### config.mk
export PLATFORM = sky130hd
export DESIGN_NAME = id_ex_stage
export DESIGN_NICKNAME = d
export VERILOG_FILES = /design/src/rtl/id_ex_stage.sv
export SDC_FILE = /design/constraint.sdc
export NUM_CORES = 1
export LEC_CHECK = 0
export ABC_AREA = 1
export CORE_MARGIN = 2
export CORE_UTILIZATION = 57
export DETAILED_ROUTE_END_ITERATION = 8
export DONT_BUFFER_PORTS = 1
export PLACE_DENSITY = 0.83
export REMOVE_ABC_BUFFERS = 1
export SETUP_SLACK_MARGIN = 0.05
export SLEW_MARGIN = 20
export SYNTH_ARGS = -nofsm -noshare
export SYNTH_HDL_FRONTEND = slang
export SYNTH_SLANG_ARGS = --single-unit
### constraint.sdc
create_clock -name clk_i -period 7.6 [get_ports clk_i]
set_clock_uncertainty 0.2 [all_clocks]
set_input_delay 1.52 -clock clk_i [delete_from_list [all_inputs] [get_ports clk_i]]
set_output_delay 1.52 -clock clk_i [all_outputs]
set_load 0.05 [all_outputs]
### src/rtl/id_ex_stage.sv
// ID/EX pipeline register feeding the ALU: operand forwarding, immediate select,
// load-use hazard detection with bubble insertion, and a saturating bubble counter.
module id_ex_stage #(
  parameter int DATA_W = 32,
  parameter int REG_AW = 5,
  parameter int CTRL_W = 3,
  parameter int CNT_W  = 16
) (
  input  logic              clk_i,
  input  logic              rst_i,
  input  logic              stall_i,
  input  logic              flush_i,
  input  logic              valid_i,
  input  logic [REG_AW-1:0] RS1addr_i,
  input  logic [REG_AW-1:0] RS2addr_i,
  input  logic [REG_AW-1:0] RDaddr_i,
  input  logic [DATA_W-1:0] RS1data_i,
  input  logic [DATA_W-1:0] RS2data_i,
  input  logic [DATA_W-1:0] Imm_i,
  input  logic              ALUSrc_i,
  input  logic [CTRL_W-1:0] ALUCtrl_i,
  input  logic              RegWrite_i,
  input  logic              MemtoReg_i,
  input  logic              MemRead_i,
  input  logic              MemWrite_i,
  input  logic              EXMEM_RegWrite_i,
  input  logic [REG_AW-1:0] EXMEM_RDaddr_i,
  input  logic [DATA_W-1:0] EXMEM_data_i,
  input  logic              MEMWB_RegWrite_i,
  input  logic [REG_AW-1:0] MEMWB_RDaddr_i,
  input  logic [DATA_W-1:0] MEMWB_data_i,
  output logic              hazard_o,
  output logic              valid_o,
  output logic [DATA_W-1:0] data1_o,
  output logic [DATA_W-1:0] data2_o,
  output logic [CTRL_W-1:0] ALUCtrl_o,
  output logic [DATA_W-1:0] RS2data_o,
  output logic [REG_AW-1:0] RDaddr_o,
  output logic              RegWrite_o,
  output logic              MemtoReg_o,
  output logic              MemRead_o,
  output logic              MemWrite_o,
  output logic [CNT_W-1:0]  bubble_cnt_o
);

  logic              valid_q;
  logic [REG_AW-1:0] rs1_q;
  logic [REG_AW-1:0] rs2_q;
  logic [REG_AW-1:0] rd_q;
  logic [DATA_W-1:0] rs1_data_q;
  logic [DATA_W-1:0] rs2_data_q;
  logic [DATA_W-1:0] imm_q;
  logic              alu_src_q;
  logic [CTRL_W-1:0] alu_ctrl_q;
  logic              reg_write_q;
  logic              memto_reg_q;
  logic              mem_read_q;
  logic              mem_write_q;
  logic [CNT_W-1:0]  bubble_cnt_q;

  logic              fwd_a_ex;
  logic              fwd_a_wb;
  logic              fwd_b_ex;
  logic              fwd_b_wb;
  logic [DATA_W-1:0] fwd_a;
  logic [DATA_W-1:0] fwd_b;

  // A load in EX whose destination is read by the instruction in ID cannot forward in time
  assign hazard_o = valid_q & mem_read_q & (rd_q != '0) & valid_i &
                    ((rd_q == RS1addr_i) | (rd_q == RS2addr_i));

  always_ff @(posedge clk_i or posedge rst_i) begin
    if (rst_i) begin
      valid_q     <= 1'b0;
      rs1_q       <= '0;
      rs2_q       <= '0;
      rd_q        <= '0;
      rs1_data_q  <= '0;
      rs2_data_q  <= '0;
      imm_q       <= '0;
      alu_src_q   <= 1'b0;
      alu_ctrl_q  <= '0;
      reg_write_q <= 1'b0;
      memto_reg_q <= 1'b0;
      mem_read_q  <= 1'b0;
      mem_write_q <= 1'b0;
    end else if (!stall_i) begin
      if (flush_i || hazard_o) begin
        valid_q     <= 1'b0;
        rs1_q       <= '0;
        rs2_q       <= '0;
        rd_q        <= '0;
        rs1_data_q  <= '0;
        rs2_data_q  <= '0;
        imm_q       <= '0;
        alu_src_q   <= 1'b0;
        alu_ctrl_q  <= '0;
        reg_write_q <= 1'b0;
        memto_reg_q <= 1'b0;
        mem_read_q  <= 1'b0;
        mem_write_q <= 1'b0;
      end else begin
        // An empty ID slot still latches its fields but must not cause side effects
        valid_q     <= valid_i;
        rs1_q       <= RS1addr_i;
        rs2_q       <= RS2addr_i;
        rd_q        <= RDaddr_i;
        rs1_data_q  <= RS1data_i;
        rs2_data_q  <= RS2data_i;
        imm_q       <= Imm_i;
        alu_src_q   <= ALUSrc_i;
        alu_ctrl_q  <= ALUCtrl_i;
        reg_write_q <= RegWrite_i & valid_i;
        memto_reg_q <= MemtoReg_i & valid_i;
        mem_read_q  <= MemRead_i & valid_i;
        mem_write_q <= MemWrite_i & valid_i;
      end
    end
  end

  // Only hazard bubbles are counted; flushes are a branch cost, not a load-use cost
  always_ff @(posedge clk_i or posedge rst_i) begin
    if (rst_i) begin
      bubble_cnt_q <= '0;
    end else if (!stall_i && !flush_i && hazard_o && (bubble_cnt_q != '1)) begin
      bubble_cnt_q <= bubble_cnt_q + CNT_W'(1);
    end
  end

  assign fwd_a_ex = EXMEM_RegWrite_i & (EXMEM_RDaddr_i != '0) & (EXMEM_RDaddr_i == rs1_q);
  assign fwd_a_wb = MEMWB_RegWrite_i & (MEMWB_RDaddr_i != '0) & (MEMWB_RDaddr_i == rs1_q);
  assign fwd_b_ex = EXMEM_RegWrite_i & (EXMEM_RDaddr_i != '0) & (EXMEM_RDaddr_i == rs2_q);
  assign fwd_b_wb = MEMWB_RegWrite_i & (MEMWB_RDaddr_i != '0) & (MEMWB_RDaddr_i == rs2_q);

  // EX/MEM holds the younger result, so it wins when both stages match
  always_comb begin
    fwd_a = rs1_data_q;
    if (fwd_a_ex) begin
      fwd_a = EXMEM_data_i;
    end else if (fwd_a_wb) begin
      fwd_a = MEMWB_data_i;
    end
  end

  always_comb begin
    fwd_b = rs2_data_q;
    if (fwd_b_ex) begin
      fwd_b = EXMEM_data_i;
    end else if (fwd_b_wb) begin
      fwd_b = MEMWB_data_i;
    end
  end

  assign data1_o      = fwd_a;
  assign data2_o      = alu_src_q ? imm_q : fwd_b;
  assign RS2data_o    = fwd_b;
  assign valid_o      = valid_q;
  assign ALUCtrl_o    = alu_ctrl_q;
  assign RDaddr_o     = rd_q;
  assign RegWrite_o   = reg_write_q;
  assign MemtoReg_o   = memto_reg_q;
  assign MemRead_o    = mem_read_q;
  assign MemWrite_o   = mem_write_q;
  assign bubble_cnt_o = bubble_cnt_q;

endmodule

After elaboration in Yosys (flattened, before gate mapping)
Cells that the tools add are included.
W data, S select, Z words.
{ "word_totals": {"mem_count": 0, "latchBits": 0, "ram_bits": 0, "out_inout_bits": 126, "inputBits": 200, "regBits": 136, "rom_bits": 0} }
{ "classes": {"n_lt_le_gt_ge": 0, "muxes": 18, "div_mod_pow": 0, "n_bitwise": 15, "n_reduce_logical": 9, "n_mul": 0, "shifts": 0, "eq_ne": 7, "n_addsub": 1} }
{ "ops": {"columns": ["operator", "n"], "rows": [
  ["$mux W32", 8],
  ["$eq A5 B5 Y1", 6],
  ["$add A16 B1 Y16 const B", 1],
  ["$ne A16 B16 Y1 const B", 1],
  ["$mux W5", 3],
  ["$reduce_bool A5 Y1", 3],
  ["$and A1 B1 Y1", 14],
  ["$mux W1", 6],
  ["$logic_and A1 B1 Y1", 3],
  ["$mux W3", 1],
  ["$logic_not A1 Y1", 2],
  ["$logic_or A1 B1 Y1", 1],
  ["$or A1 B1 Y1", 1]
]} }

Logic depth before layout (Yosys ltp)
{ "logic_depth": {"word_depth": 6, "mapped_depth": 11, "ltp_nobuf": 10} }

Worst setup path before layout
OpenSTA, ideal clock, no wires.
{ "synth_timing": {"path_type": "input port to output port", "start": "input port EXMEM_RDaddr_i[3]", "end": "output port data1_o[0]", "path_buffers": 1, "path_slack_ps": 2553, "stages": 5, "arrival_time_ps": 3327, "required_ps": 5880, "path_cell_list": "xor2_1 nor3_1 nand3_2 buf_2 o21ai_0"} }
{ "synth_via": {"elab_chain_len": 4} }
{ "synth_rtl": {"columns": ["item", "line_no", "text"], "rows": [
  ["from (decl)", "27", "input logic [REG_AW-1:0] EXMEM_RDaddr_i,"],
  ["$reduce_bool A5 Y1", "130", "assign fwd_a_ex = EXMEM_RegWrite_i & (EXMEM_RDaddr_i != '0) & (EXMEM_RDaddr_i == rs1_q);"],
  ["$and A1 B1 Y1", "130", null],
  ["$and A1 B1 Y1 *", "130", null],
  ["$mux W32 *", "138", "if (fwd_a_ex) begin"],
  ["to (decl)", "34", "output logic [DATA_W-1:0] data1_o,"]
]} }
Every way passes the cells marked *; elsewhere a longest branch is shown, timed or not.

Final worst setup path
{ "layout_timing": {"start": "input port EXMEM_RDaddr_i[4]", "end": "output port RS2data_o[20]"} }
{ "layout_via": {"elab_chain_len": 4} }
{ "layout_rtl": {"columns": ["item", "line_no", "text"], "rows": [
  ["$reduce_bool A5 Y1", "132", "assign fwd_b_ex = EXMEM_RegWrite_i & (EXMEM_RDaddr_i != '0) & (EXMEM_RDaddr_i == rs2_q);"],
  ["$and A1 B1 Y1", "132", null],
  ["$and A1 B1 Y1 *", "132", null],
  ["$mux W32 *", "147", "if (fwd_b_ex) begin"],
  ["to (decl)", "37", "output logic [DATA_W-1:0] RS2data_o,"]
]} }
Marked as above.

==> metrics.md <==
| Metric | Value |
|---|---|
| CTS Buffer Depth | `2` |
| Post-Route Setup TNS | `0 ns` |
| Cell variety after synth | `25` |
| Drc violations | `0` |
| Post-route ant nets | `0` |
| Yosys top cell area share | `40.0%` |
| Most numerous cell in the Yosys netlist | `nand2_1` |
| Initial Util | `58.5%` |
| Clock root buffer | `clkbuf_16` |
| Via count | `8405` |
| Sink Count | `136` |
| Fillers | `1307` |
| CP Max Fanout | `33` |
| Pre-antenna DRT Iters | `8` |
| # diodes | `0` |
| Vias in the first global route | `8276` |
| Cell taking the most area after synthesis | `dfrtp_1` |
| CP startpoint kind | `input port` |
| GRT Util Overall | `34.0%` |
| Leak pwr | `4.80 nW` |
| Placement Setup Slack | `1.83 ns` |
| Final worst setup slack | `1.74 ns` |
| CP Class | `input port to output port` |
| Synth Cell Area | `8500 um2` |
| Grt ovf | `0` |
| Highest-delay cell along the critical path | `nand3_2` |
| Fin util | `62.6%` |
| Synth top cells by count | `nand2_1 (367), nand3_1 (282), dfrtp_1 (136)` |
| Site row count | `44` |
| Drt wl/cell | `19.8 um` |
| RePlAce Congestion | `0.910` |
| Max_cap viols | `0` |
| Antenna violations before repair | `0` |
| EDFF count, synth | `0` |
| Rel. slew slack | `24.8%` |
| Fin. Hold Viols | `0` |
| RSZ-0062 raised after global routing | `false` |
| Die area | `15900 um2` |
| Routed WL | `27300 um` |
| Clk slew on worst S/H paths | `0.06 ns` |
| #FFs+latches synth | `136` |
| I/O pins | `326` |
| CTS resizes | `0` |
| Dpl hpwl | `17900 um` |
| Critical path required time | `5.88 ns` |
| Synth Instances | `1225` |
| Layout area overhead | `7.09%` |
| Element type at the critical path end | `output port` |
| Clk Latency, worst-skew pair | `0.42 ns` |
| Die width | `126 um` |
| H-tree lvl count | `4` |
| CP max stage delay | `0.78 ns` |
| Hold Buf Count CTS | `0` |
| Drt via density | `6.10` |
| Port Buf Inserts | `0` |
| Total CTS buffers | `17` |
| Post-synth ARST share | `100%` |
| Initial DRC count | `848` |
| Synth area leaders | `dfrtp_1 (40%), nand3_1 (17%), nand2_1 (16%), inv_1 (5.7%), o21ai_0 (3.6%)` |
| Yosys warns | `0` |
| Largest net degree at the start of global routing | `104` |
| Cell area power density | `237 nW/um2` |
| Core area | `14500 um2` |
| Mean area per synthesized cell | `6.94 um2` |
| Fmax | `0.171 GHz` |
| Post-layout min period | `5.86 ns` |
| Tightest Pin Transition | `1.13 ns` |
| Final Cycle Share | `77.0%` |
| Layout cells sized above 1 | `5.53%` |
| Sequential-to-total area share from yosys stat | `40.0%` |
| Die Height | `126 um` |
| First-pass GRT wire length | `43000 um` |
| Total setup buffers inserted after CTS | `0` |
| Hold Crit Class | `flop to flop` |
| Prevailing post-synth register cell | `dfrtp_1` |
| Cell Chain, Critical Path | `xor2_1 > nor2_4 > nand3_2 > nand3_1 > and2_1` |
| VDD IR-drop max | `0.000158 V` |
| Slew Viols, Final | `0` |
| Final setup vio count | `0` |
| WP data arrival | `4.14 ns` |
| Status | `complete, no violations` |
| CTS tree | `done` |
| Fin nets | `1382` |
## kinds of logic after synthesis
| family | synth area share, % |
|---|---|
| fa+ha+maj | 0.147 |
| compound gates | 4.84 |
| xor+xnor | 3.81 |
| buf+inv | 10.8 |
| simple gates | 40.4 |
| flops | 40.0 |
## final cells by class
cell class | instances | area [um2] | area share [%]
sequential | 136 | 3400 | 37.4
multi-input combinational | 877 | 4230 | 46.4
inverter | 129 | 489 | 5.37
clock buffer | 18 | 439 | 4.82
clock inverter | 14 | 164 | 1.80
tap | 184 | 230 | 2.53
timing repair buffer | 20 | 150 | 1.65
## worst paths after layout
path	from	to	slack [ns]	depth (start not counted)
min in group asynchronous	rst_i	bubble_cnt_o[0]	0.86	1
worst min-delay path	imm_q[12]	imm_q[12]	0.28	2
worst max-delay path	EXMEM_RDaddr_i[4]	RS2data_o[20]	1.74	5
worst min register to register	imm_q[12]	imm_q[12]	0.28	2
max in group asynchronous	rst_i	imm_q[30]	5.04	2
worst max register to register	RDaddr_o[4]	rs2_data_q[19]	4.63	10
## layout by cell type (no fill, tap or decap)
cell	instances
and2_1	32
clkbuf_8	1
nand4_1	37
nor2_4	5
inv_6	5
o22ai_1	1
nor3_4	2
clkinv_4	4
xnor2_1	17
o21ai_1	29
nand3_2	4
o21ai_0	52
nor2_1	21
inv_1	128
bufinv_16	2
ha_1	1
xor2_1	20
nand2_1	366
nand2_4	2
inv_8	1
clkinvlp_4	3
nor3_1	6
buf_4	20
clkbuf_16	17
dfrtp_1	136
nand3b_1	1
nand3_1	281
## metrics by stage
stage | area [um2] | power, mW | hold slack [ns] | std cells
global route | 9100 | 2.25 | 0.291 | 1378
finish | 9100 | 2.16 | 0.276 | 1378
CTS | 9100 | 2.17 | 0.279 | 1378
floorplan | 8070 | 1.23 | 0.248 | 1142
global placement | 8500 | 1.32 | 0.260 | 1346
detailed placement | 8500 | 1.33 | 0.263 | 1346
## worst max-delay path: cells and delay by family
| kind | cells | cell delay [ns] |
|---|---|---|
| AND/OR/NAND/NOR | 4 | 2.43 |
| XOR/XNOR | 1 | 0.16 |
## sequential cells by signal, indices dropped and copies added (netlist names)
signal / count
imm_q: 32
rs1_data_q: 32
rs2_data_q: 32
bubble_cnt_o: 16
RDaddr_o: 5
rs1_q: 5
rs2_q: 5
ALUCtrl_o: 3
MemRead_o: 1
MemWrite_o: 1
MemtoReg_o: 1
RegWrite_o: 1
alu_src_q: 1
valid_o: 1
## per-layer routing
layer / wire (um) / GRT usage [%] / share of wire [%]
met1: 10200 / 41.3 / 37
met3: 3300 / 10.9 / 12
met2: 13100 / 56.4 / 48
met4: 703 / 13.6 / 2.6
met5: 0 / 0 / 0
## report_power, final
group	switching (mW)	total (mW)	internal, mW
combinational	0.410	0.502	0.0915
clock	0.339	0.839	0.500
sequential	0.0471	0.820	0.773
total	0.797	2.16	1.36
Power figures use the tool's default switching activity.
